[src/rtl/stft_pkg.sv]
// Shared types and pointer-width helper for the STFT framing front end.
// No logic, so there is no latency and no backpressure to describe.
package stft_pkg;

  localparam int sample_width_c = 16;

  typedef logic [sample_width_c-1:0] sample_t;

  typedef enum logic {
    IDLE,
    STREAM
  } frame_state_e;

  // One extra bit beyond the address so a full buffer is distinguishable from an empty one.
  function automatic int ptr_width(input int depth);
    return $clog2(depth) + 1;
  endfunction

  localparam int ptr_width_c = ptr_width(2 * 8);

endpackage

[src/rtl/stft_frame_buffer_if.sv]
// Sample-in / frame-out stream bundle for the STFT frame buffer.
// master is the stream environment, slave is the frame buffer.
interface stft_frame_buffer_if #(
  parameter int width_p = 16
) ();

  logic               in_valid_i;
  logic [width_p-1:0] in_data_i;
  logic               in_ready_o;
  logic               out_valid_o;
  logic [width_p-1:0] out_data_o;
  logic               out_first_o;
  logic               out_last_o;
  logic               out_ready_i;

  modport master (
    output in_valid_i,
    output in_data_i,
    output out_ready_i,
    input  in_ready_o,
    input  out_valid_o,
    input  out_data_o,
    input  out_first_o,
    input  out_last_o
  );

  modport slave (
    input  in_valid_i,
    input  in_data_i,
    input  out_ready_i,
    output in_ready_o,
    output out_valid_o,
    output out_data_o,
    output out_first_o,
    output out_last_o
  );

endinterface

[src/rtl/ram_1r1w_sync.sv]
// Simple dual-port RAM: synchronous write, registered read data one cycle after r_v_i.
// No backpressure; read data holds until the next read.
module ram_1r1w_sync #(
  parameter  int width_p   = 16,
  parameter  int depth_p   = 16,
  localparam int addr_w_lp = $clog2(depth_p)
) (
  input  logic                 clk_i,
  input  logic                 w_v_i,
  input  logic [addr_w_lp-1:0] w_addr_i,
  input  logic [width_p-1:0]   w_data_i,
  input  logic                 r_v_i,
  input  logic [addr_w_lp-1:0] r_addr_i,
  output logic [width_p-1:0]   r_data_o
);

  logic [width_p-1:0] mem [depth_p];

  always_ff @(posedge clk_i) begin
    if (w_v_i) begin
      mem[w_addr_i] <= w_data_i;
    end
    if (r_v_i) begin
      r_data_o <= mem[r_addr_i];
    end
  end

endmodule

[src/rtl/stft_frame_buffer.sv]
// Circular sample buffer emitting overlapping frames of frame_len_p samples, hop_p apart.
// Read issue to out_valid_o is 2 cycles; in_ready_o drops when the buffer holds depth_p samples.
module stft_frame_buffer
  import stft_pkg::*;
#(
  parameter int width_p     = 16,
  parameter int frame_len_p = 8,
  parameter int hop_p       = 4,
  parameter int depth_p     = 2 * frame_len_p
) (
  input logic                clk_i,
  input logic                reset_i,
  stft_frame_buffer_if.slave bus
);

  localparam int addr_w_lp = $clog2(depth_p);
  localparam int ptr_w_lp  = ptr_width(depth_p);
  localparam int idx_w_lp  = $clog2(frame_len_p);

  localparam logic [ptr_w_lp-1:0] depth_c     = ptr_w_lp'(depth_p);
  localparam logic [ptr_w_lp-1:0] frame_len_c = ptr_w_lp'(frame_len_p);
  localparam logic [ptr_w_lp-1:0] hop_c       = ptr_w_lp'(hop_p);
  localparam logic [idx_w_lp-1:0] last_idx_c  = idx_w_lp'(frame_len_p - 1);

  if (frame_len_p < 2 || (frame_len_p & (frame_len_p - 1)) != 0) begin : g_bad_frame_len
    $error("frame_len_p must be a power of two >= 2");
  end
  if (hop_p < 1 || hop_p > frame_len_p) begin : g_bad_hop
    $error("hop_p must lie in 1..frame_len_p");
  end
  if ((depth_p & (depth_p - 1)) != 0 || depth_p < frame_len_p + hop_p) begin : g_bad_depth
    $error("depth_p must be a power of two >= frame_len_p + hop_p");
  end

  logic [ptr_w_lp-1:0]  wr_cnt;
  logic [ptr_w_lp-1:0]  frame_start;
  logic [ptr_w_lp-1:0]  fill;
  logic [idx_w_lp-1:0]  rd_idx;
  logic [addr_w_lp-1:0] rd_addr;
  frame_state_e         state_q;
  frame_state_e         state_n;

  logic in_ready;
  logic wr_fire;
  logic rd_issue;
  logic rd_is_first;
  logic rd_is_last;
  logic credit_ok;
  logic [1:0] credit_used;

  logic [width_p-1:0] ram_rd_data;
  logic               rd_pend_q;
  logic               rd_first_q;
  logic               rd_last_q;

  logic [width_p-1:0] fifo_data [2];
  logic [1:0]         fifo_first;
  logic [1:0]         fifo_last;
  logic               fifo_wr_ptr;
  logic               fifo_rd_ptr;
  logic [1:0]         fifo_cnt;
  logic               fifo_push;
  logic               fifo_pop;
  logic               out_valid;

  assign fill     = wr_cnt - frame_start;
  assign in_ready = !reset_i && (fill < depth_c);
  assign wr_fire  = bus.in_valid_i && in_ready;

  assign rd_addr     = frame_start[addr_w_lp-1:0] + addr_w_lp'(rd_idx);
  assign rd_is_first = (rd_idx == '0);
  assign rd_is_last  = (rd_idx == last_idx_c);

  // A sample leaving the FIFO this cycle frees a slot, so it counts as a returned credit.
  assign out_valid   = (fifo_cnt != 2'd0);
  assign fifo_pop    = out_valid && bus.out_ready_i;
  assign fifo_push   = rd_pend_q;
  assign credit_used = fifo_cnt + {1'b0, rd_pend_q};
  assign credit_ok   = (credit_used < 2'd2) || fifo_pop;

  ram_1r1w_sync #(
    .width_p (width_p),
    .depth_p (depth_p)
  ) u_ram (
    .clk_i    (clk_i),
    .w_v_i    (wr_fire),
    .w_addr_i (wr_cnt[addr_w_lp-1:0]),
    .w_data_i (bus.in_data_i),
    .r_v_i    (rd_issue),
    .r_addr_i (rd_addr),
    .r_data_o (ram_rd_data)
  );

  always_ff @(posedge clk_i) begin
    if (reset_i) begin
      wr_cnt <= '0;
    end else if (wr_fire) begin
      wr_cnt <= wr_cnt + ptr_w_lp'(1);
    end
  end

  always_comb begin
    state_n  = state_q;
    rd_issue = 1'b0;
    case (state_q)
      IDLE: begin
        if (fill >= frame_len_c) begin
          state_n = STREAM;
        end
      end
      STREAM: begin
        if (credit_ok && !reset_i) begin
          rd_issue = 1'b1;
          if (rd_is_last) begin
            state_n = IDLE;
          end
        end
      end
      default: state_n = IDLE;
    endcase
  end

  always_ff @(posedge clk_i) begin
    if (reset_i) begin
      state_q     <= IDLE;
      frame_start <= '0;
      rd_idx      <= '0;
    end else begin
      state_q <= state_n;
      if (rd_issue) begin
        if (rd_is_last) begin
          rd_idx      <= '0;
          frame_start <= frame_start + hop_c;
        end else begin
          rd_idx <= rd_idx + idx_w_lp'(1);
        end
      end
    end
  end

  // Markers travel beside the RAM read so they line up with its registered data.
  always_ff @(posedge clk_i) begin
    if (reset_i) begin
      rd_pend_q  <= 1'b0;
      rd_first_q <= 1'b0;
      rd_last_q  <= 1'b0;
    end else begin
      rd_pend_q  <= rd_issue;
      rd_first_q <= rd_issue && rd_is_first;
      rd_last_q  <= rd_issue && rd_is_last;
    end
  end

  always_ff @(posedge clk_i) begin
    if (reset_i) begin
      fifo_data[0] <= '0;
      fifo_data[1] <= '0;
      fifo_first   <= '0;
      fifo_last    <= '0;
      fifo_wr_ptr  <= 1'b0;
      fifo_rd_ptr  <= 1'b0;
      fifo_cnt     <= 2'd0;
    end else begin
      if (fifo_push) begin
        fifo_data[fifo_wr_ptr]  <= ram_rd_data;
        fifo_first[fifo_wr_ptr] <= rd_first_q;
        fifo_last[fifo_wr_ptr]  <= rd_last_q;
        fifo_wr_ptr             <= !fifo_wr_ptr;
      end
      if (fifo_pop) begin
        fifo_rd_ptr <= !fifo_rd_ptr;
      end
      case ({fifo_push, fifo_pop})
        2'b10:   fifo_cnt <= fifo_cnt + 2'd1;
        2'b01:   fifo_cnt <= fifo_cnt - 2'd1;
        default: fifo_cnt <= fifo_cnt;
      endcase
    end
  end

  assign bus.in_ready_o  = in_ready;
  assign bus.out_valid_o = out_valid;
  assign bus.out_data_o  = out_valid ? fifo_data[fifo_rd_ptr] : '0;
  assign bus.out_first_o = out_valid && fifo_first[fifo_rd_ptr];
  assign bus.out_last_o  = out_valid && fifo_last[fifo_rd_ptr];

endmodule

[src/flat_wrapper.sv]
// flat-port wrapper written by rule: the top's interface ports become plain ports
module stft_frame_buffer_flat import stft_pkg::*;
#(
  parameter int width_p     = 16,
  parameter int frame_len_p = 8,
  parameter int hop_p       = 4,
  parameter int depth_p     = 2 * frame_len_p
)
  (clk_i, reset_i, bus_in_valid_i, bus_in_data_i, bus_out_ready_i, bus_in_ready_o, bus_out_valid_o, bus_out_data_o, bus_out_first_o, bus_out_last_o);
  stft_frame_buffer_if #(.width_p(width_p)) bus_i ();
  input logic clk_i;
  input logic reset_i;
  input wire logic [$bits(bus_i.in_valid_i)-1:0] bus_in_valid_i;
  input wire logic [$bits(bus_i.in_data_i)-1:0] bus_in_data_i;
  input wire logic [$bits(bus_i.out_ready_i)-1:0] bus_out_ready_i;
  output wire logic [$bits(bus_i.in_ready_o)-1:0] bus_in_ready_o;
  output wire logic [$bits(bus_i.out_valid_o)-1:0] bus_out_valid_o;
  output wire logic [$bits(bus_i.out_data_o)-1:0] bus_out_data_o;
  output wire logic [$bits(bus_i.out_first_o)-1:0] bus_out_first_o;
  output wire logic [$bits(bus_i.out_last_o)-1:0] bus_out_last_o;
  assign bus_i.in_valid_i = bus_in_valid_i;
  assign bus_i.in_data_i = bus_in_data_i;
  assign bus_i.out_ready_i = bus_out_ready_i;
  assign bus_in_ready_o = bus_i.in_ready_o;
  assign bus_out_valid_o = bus_i.out_valid_o;
  assign bus_out_data_o = bus_i.out_data_o;
  assign bus_out_first_o = bus_i.out_first_o;
  assign bus_out_last_o = bus_i.out_last_o;
  stft_frame_buffer #(.width_p(width_p), .frame_len_p(frame_len_p), .hop_p(hop_p), .depth_p(depth_p)) u_core (.clk_i(clk_i), .reset_i(reset_i), .bus(bus_i));
endmodule
[config.mk]
export PLATFORM = sky130hd
export DESIGN_NAME = stft_frame_buffer_flat
export DESIGN_NICKNAME = d
export VERILOG_FILES = /design/src/rtl/stft_pkg.sv /design/src/rtl/stft_frame_buffer_if.sv /design/src/rtl/ram_1r1w_sync.sv /design/src/rtl/stft_frame_buffer.sv /design/src/flat_wrapper.sv
export SDC_FILE = /design/constraint.sdc
export NUM_CORES = 1
export LEC_CHECK = 0
export BUFFER_PORTS_ARGS = -buffer_cell sky130_fd_sc_hd__buf_2
export CAP_MARGIN = 40
export CORE_UTILIZATION = 60
export DETAILED_ROUTE_END_ITERATION = 12
export PLACE_DENSITY = 0.82
export SYNTH_ARGS = -nofsm -noshare
export SYNTH_HDL_FRONTEND = slang
export SYNTH_HIERARCHICAL = 1
export SYNTH_SLANG_ARGS = --single-unit
[constraint.sdc]
create_clock -name clk_i -period 4.7 [get_ports clk_i]
set_input_delay 0.94 -clock clk_i [delete_from_list [all_inputs] [get_ports clk_i]]
set_output_delay 0.94 -clock clk_i [all_outputs]
set_load 0.01 [all_outputs]
==> summary.txt, run 1 <==
Floorplanning
  • Full die area: 21980 µm²
  • I/O Pins: 40
  • Die Y: 148.3 µm
  • Die W: 148.3 µm
  • Site row count: 53
  • Starting Density: 0.6106
  • Core footprint: 21020 µm²

Timing
  • Max-slew violations: 0
  • Final Hold Viols: 0
  • Unrepaired setup endpoints after global routing: no
  • Tightest Pin Transition: 0.9450 ns
  • Min Tclk post-route: 3.225 ns
  • Final Skew: 0.01952 ns
  • Post-route clock period utilization: 0.6862
  • Max-slew headroom: 0.3687
  • Setup Viol. Count Final: 0
  • F_max: 0.3101 GHz
  • Setup TNS: 0 ns

Run
  • Max-cap violations: 0

Yosys
  • FF+latch count, synth: 328
  • Syn Std Cell Area: 12830 µm²
  • Syn nets: 690
  • Synth warn: 6
  • Cells after Synth: 660
  • Synthesized area per cell: 19.45 µm²
  • Seq/Total Area, Yosys: 0.7487
  • Synth unique cells: 38

GRT
  • First-pass GRT wire length: 36.83 mm
  • GRT overflow: 0
  • Vias in the first global route: 6474
  • Largest net degree at the start of global routing: 37
  • All-layer global routing usage: 0.2296
  • Initial antenna violation count: 1

Clocking
  • Root buf cell: clkbuf_16
  • Post-CTS Setup Inserts: 0
  • CTS tree: built
  • CTS Sinks: 328
  • Post_cts resized: 0
  • Total CTS buffers: 29
  • Clock-pin slew on the worst setup and hold paths: 0.06 ns
  • Clk buf depth: 3
  • H-tree depth: 1
  • Worst skew pair latency: 0.55 ns
  • Hold-fix buffers at CTS: 0

Setup path
  • Critical path data arrival time: 3.47 ns
  • Slowest-stage cell, CP: nor2_1
  • Worst-path cell chain: inv_1, ha_1, fa_1, xor3_2, nor3_4, nand3_1, nor2_1, buf_4
  • Crit. Startpoint: u_core/wr_cnt[2]$_SDFFE_PP0P_
  • Crit. End Element: flip-flop
  • Startpoint Class: flip-flop
  • Setup Crit Path Kind: reg2reg
  • Worst path bufs/invs: 2
  • CP max stage delay: 0.69 ns
  • Delay-heaviest family, CP: simple AND/OR/NAND/NOR gates
  • CP required: 4.95 ns
  • Peak fanout along the critical path: 9
  • RR Startpoint: u_core/wr_cnt[2]$_SDFFE_PP0P_

Finish
  • Most common cell after layout, fill and taps aside: edfxtp_1
  • Area Growth Syn to Fin: 12.26%
  • Most frequent cells in the layout: 304 x edfxtp_1, 54 x mux4_2, 45 x nor2_1
  • Total Nets Final: 755
  • Post-route cell area: 14410 µm²
  • Layout cells sized above 1: 0.2356

Power
  • Worst vdd ir: 0.4822 mV
  • Pwr dens: 396.0 nW/µm²
  • Leakage: 4.688 nW

Detailed routing
  • Detail Route Antenna Nets: 0
  • Routed vias/inst: 6.076
  • DR vias: 6216
  • Final wirelength: 23.94 mm
  • Initial DRT Pass Iterations: 5
  • DRC Markers: 0
  • Drt initial violations: 617
  • Average wire per standard cell: 23.40 µm

Worst hold path
  • Worst Hold Class: reg2reg
  • Hold_sp: u_core/rd_last_q$_SDFF_PP0_

Placement
  • # port buffers: 39
  • GP Congestion: 0.7667
  • Detail Placement HPWL: 14.99 mm
  • Post-placement cell area: 13440 µm²

Run status
  • Outcome: finished clean
==> layout make-up <==
class | instances | area, µm²
repair buffers | 65 | 402.9
clock buffers | 32 | 737.0
well taps | 275 | 344.1
flip-flops and latches | 328 | 9614
inverters | 12 | 45.04
diodes | 1 | 2.502
fillers | 1279 | 6613
clock inverters | 21 | 226.5
multi-input cells | 289 | 3037
==> power by group <==
part / total (mW) / internal (mW) / switching (mW)
combinational: 0.105 / 0.0288 / 0.0764
sequential: 3.22 / 3.21 / 0.0129
clock: 2.38 / 1.40 / 0.977
==> cell usage after synthesis <==
master    count  share of area
clkbuf_1     15         0.0044
or3b_2        1        0.00068
xor2_1        2         0.0014
mux4_2       54          0.095
buf_2         5         0.0019
mux2i_1      21          0.016
o31ai_1       2         0.0012
xnor2_1       6         0.0041
buf_1         4         0.0012
nor3_1        6         0.0023
edfxtp_1    304           0.71
o21ai_0       2        0.00078
nand2_1      20         0.0058
dfxtp_1      24          0.037
a22oi_1      32          0.019
nor2b_1       5         0.0024
nor2_1       45          0.013
buf_6         4         0.0035
ha_1          9         0.0088
or3_1         2        0.00097
a21bo_2       1        0.00078
nand2b_1      8         0.0039
a21oi_2       1        0.00068
xor3_2        1         0.0019
buf_4         3         0.0018
fa_1          1         0.0016
nor4_2        2         0.0019
nor3_4        3         0.0038
nor3b_1       3         0.0018
a21oi_1       4         0.0016
inv_1        12         0.0035
mux4_1       10          0.020
mux2_2        2         0.0018
and2_1       33          0.016
nor4b_1       1        0.00068
nand3_1       4         0.0016
nand3b_1      4         0.0023
a22o_1        4         0.0027
==> logic make-up (layout without fill, tap and decap cells) <==
family,count (synthesis),in the layout,synth area share
simple gates,137,137,0.05752
xor+xnor,9,9,0.007409
mux,87,87,0.1334
other cells,0,1,0
compound gates,46,46,0.02642
flops,328,328,0.7487
fa+ha+maj,10,10,0.01033
buf+inv,43,130,0.01628
==> through the flow <==
| stage | utilization | total power [mW] | setup WS, ns | hold WS (ns) | cells |
|---|---|---|---|---|---|
| after CTS | 0.6853 | 5.734 | 1.466 | 0.4900 | 1022 |
| after floorplan | - | 3.327 | 1.061 | 0.4432 | 660 |
| after global routing | 0.6854 | 5.848 | 1.268 | 0.5024 | 1023 |
| after detailed placement | 0.6395 | 3.389 | 1.484 | 0.4716 | 969 |
| final | 0.6854 | 5.705 | 1.475 | 0.4886 | 1023 |
| after global placement | 0.6375 | 3.382 | 1.616 | 0.4640 | 965 |
==> worst paths after layout <==
check,cells past startpoint,endpoint,slack (ns)
worst max-delay path,8,u_core/u_ram/mem[14][7]$_DFFE_PP_,1.47
worst min-delay path,1,u_core/fifo_last[0]$_SDFFE_PP0P_,0.49
worst max register to register,8,u_core/u_ram/mem[14][7]$_DFFE_PP_,1.47
worst min register to register,1,u_core/fifo_last[0]$_SDFFE_PP0P_,0.49
==> per-layer routing <==
metal | part of all wire | vias to the layer above | track usage
li1 | - | 2749 | -
met1 | 0.39 | 3140 | 0.3043
met2 | 0.51 | 283 | 0.3920
met3 | 0.074 | 44 | 0.04172
met4 | 0.027 | 0 | 0.06959
met5 | 0 | - | 0
==> registers in the layout, indices dropped and copies added, names as in the netlist, named ones only <==
register,count
u_core/fifo_cnt,2
u_core/fifo_data,32
u_core/fifo_first,2
u_core/fifo_last,2
u_core/fifo_push,1
u_core/fifo_rd_ptr,1
u_core/fifo_wr_ptr,1
u_core/frame_start,3
u_core/rd_first_q,1
u_core/rd_idx,3
u_core/rd_last_q,1
u_core/state_q,1
u_core/u_ram/mem,256
u_core/u_ram/r_data_o,16
u_core/wr_cnt,5
(Power assumes the default switching activity.)
==> run 2, diff against run 1 <==
--- a/config.mk
+++ b/config.mk
@@ -7,9 +7,9 @@
 export LEC_CHECK = 0
 export BUFFER_PORTS_ARGS = -buffer_cell sky130_fd_sc_hd__buf_2
 export CAP_MARGIN = 40
-export CORE_UTILIZATION = 60
+export CORE_UTILIZATION = 56
 export DETAILED_ROUTE_END_ITERATION = 12
-export PLACE_DENSITY = 0.82
+export PLACE_DENSITY = 0.81
 export SYNTH_ARGS = -nofsm -noshare
 export SYNTH_HDL_FRONTEND = slang
 export SYNTH_HIERARCHICAL = 1
==> constraint.sdc (replaced) <==
create_clock -name clk_i -period 2.6 [get_ports clk_i]
set_input_delay 0.52 -clock clk_i [delete_from_list [all_inputs] [get_ports clk_i]]
set_output_delay 0.52 -clock clk_i [all_outputs]
set_load 0.01 [all_outputs]
==> run 2 against run 1 <==
- via count grew 3.3%
- register-to-register slack lost 1.4 ns
- count of clock-buffer cells in the layout grew 6
==> summary.txt, run 2 (same netlist as run 1, synthesis figures left out) <==
Floorplanning
  • Full die area: 23530 µm²
  • Core footprint: 22570 µm²
  • I/O Pins: 40
  • Site row count: 55
  • Die Y: 153.4 µm
  • Die W: 153.4 µm
  • Starting Density: 0.5686

Clocking
  • Total CTS buffers: 31
  • Worst skew pair latency: 0.58 ns
  • Post_cts resized: 4
  • Clock-pin slew on the worst setup and hold paths: 0.06 ns
  • Post-CTS Setup Inserts: 0
  • CTS Sinks: 328
  • Root buf cell: clkbuf_16
  • Clk buf depth: 3
  • CTS tree: built
  • Hold-fix buffers at CTS: 0
  • H-tree depth: 1

Placement
  • Post-placement cell area: 13810 µm²
  • GP Congestion: 0.9031
  • Detail Placement HPWL: 16.83 mm
  • # port buffers: 39

Detailed routing
  • Initial DRT Pass Iterations: 5
  • DRC Markers: 0
  • Routed vias/inst: 6.080
  • DR vias: 6420
  • Drt initial violations: 687
  • Detail Route Antenna Nets: 0
  • Final wirelength: 26.32 mm
  • Average wire per standard cell: 24.93 µm

Setup path
  • CP required: 2.08 ns
  • Delay-heaviest family, CP: adder cells
  • CP max stage delay: 0.35 ns
  • Startpoint Class: flip-flop
  • Worst-path cell chain: inv_2, ha_4, fa_2, xor3_2, buf_6, nor2_4, buf_6
  • Cell mode on critical path: buf_6
  • Crit. End Element: output port
  • Worst path bufs/invs: 3
  • Critical path data arrival time: 2.04 ns
  • Crit. Startpoint: u_core/wr_cnt[2]$_SDFFE_PP0P_
  • RR Startpoint: u_core/wr_cnt[2]$_SDFFE_PP0P_
  • Peak fanout along the critical path: 4
  • Slowest-stage cell, CP: dfxtp_4
  • Setup Crit Path Kind: reg2out

GRT
  • First-pass GRT wire length: 39.11 mm
  • Largest net degree at the start of global routing: 67
  • Initial antenna violation count: 0
  • All-layer global routing usage: 0.2306
  • GRT overflow: 0
  • Vias in the first global route: 6454

Timing
  • Final Hold Viols: 0
  • Setup Viol. Count Final: 0
  • Max-slew violations: 0
  • Post-route clock period utilization: 0.9849
  • F_max: 0.3905 GHz
  • Final Skew: 0.02058 ns
  • Min Tclk post-route: 2.561 ns
  • Max-slew headroom: 0.5788
  • Unrepaired setup endpoints after global routing: yes
  • Setup TNS: 0 ns
  • Tightest Pin Transition: 0.6311 ns

Power
  • NetSw: 2.103 mW
  • Leakage: 4.929 nW
  • Pwr dens: 748.7 nW/µm²
  • Internal: 9.148 mW
  • Switching part of the total power: 0.1869
  • Clock share of power: 0.461
  • Combinational share of power: 0.021
  • Reg power frac: 0.518
  • Worst vdd ir: 0.7243 mV

Finish
  • Fillers: 1415
  • Most frequent cells in the layout: 304 x edfxtp_1, 54 x mux4_2, 38 x buf_2
  • Area Growth Syn to Fin: 17.09%
  • # diodes: 0
  • Post-route cell area: 15030 µm²
  • Biggest regs: u_core/u_ram/mem: 256 flops, u_core/fifo_data: 32 flops, u_core/u_ram/r_data_o: 16 flops
  • Layout cells sized above 1: 0.2815
  • Total Nets Final: 776
  • Most common cell after layout, fill and taps aside: edfxtp_1
  • Largest register FFs: 256
  • Largest Register: u_core/u_ram/mem

Worst hold path
  • Hold_sp: bus_in_data_i[12]
  • Worst Hold Class: in2reg

Run
  • Max-cap violations: 0

Run status
  • Outcome: finished clean
==> run 2: final timing paths <==
| kind | endpoint | slack, ns | cells after the start |
|---|---|---|---|
| worst max-delay path | bus_in_ready_o | 0.04 | 7 |
| worst min-delay path | u_core/u_ram/mem[13][12]$_DFFE_PP_ | 0.36 | 1 |
| worst max register to register | u_core/u_ram/mem[0][6]$_DFFE_PP_ | 0.07 | 8 |
| worst min register to register | u_core/fifo_first[0]$_SDFFE_PP0P_ | 0.49 | 1 |
==> run 2: stage by stage <==
| step | setup slack, ns | utilization | hold WS (ns) | instances | power [mW] |
|---|---|---|---|---|---|
| global route | -0.02716 | 0.6658 | 0.3470 | 1056 | 11.55 |
| finish | 0.03923 | 0.6658 | 0.3575 | 1056 | 11.25 |
| floorplan | -0.2454 | - | 0.4432 | 660 | 6.026 |
| detailed placement | 0.07976 | 0.6117 | 0.4729 | 998 | 6.171 |
| CTS | -0.0005813 | 0.6657 | 0.3390 | 1056 | 11.33 |
| global placement | 0.1119 | 0.6104 | 0.4517 | 995 | 6.157 |
==> run 2: routing by layer <==
layer / GRT usage / vias up / share of wire
li1: - / 2816 / -
met1: 0.3051 / 3260 / 0.38
met2: 0.3851 / 285 / 0.51
met3: 0.04196 / 59 / 0.078
met4: 0.08762 / 0 / 0.036
met5: 0 / - / 0
==> run 2: final cells by class <==
type	count	area, µm²	share of cell area
clock inverters	20	369.1	0.02456
flip-flops and latches	328	9618	0.6400
inverters	12	45.04	0.002997
clock buffers	38	832.0	0.05537
well taps	285	356.6	0.02373
multi-input cells	289	3119	0.2076
repair buffers	84	688.2	0.04579
==> run 2: power groups by stage <==
stage | clock network [mW] | logic [mW] | registers [mW]
floorplan | 0 | 0.0870 | 5.94
global placement | 0 | 0.219 | 5.94
detailed placement | 0 | 0.230 | 5.94
CTS | 5.27 | 0.234 | 5.83
global route | 5.47 | 0.248 | 5.83
finish | 5.19 | 0.232 | 5.83
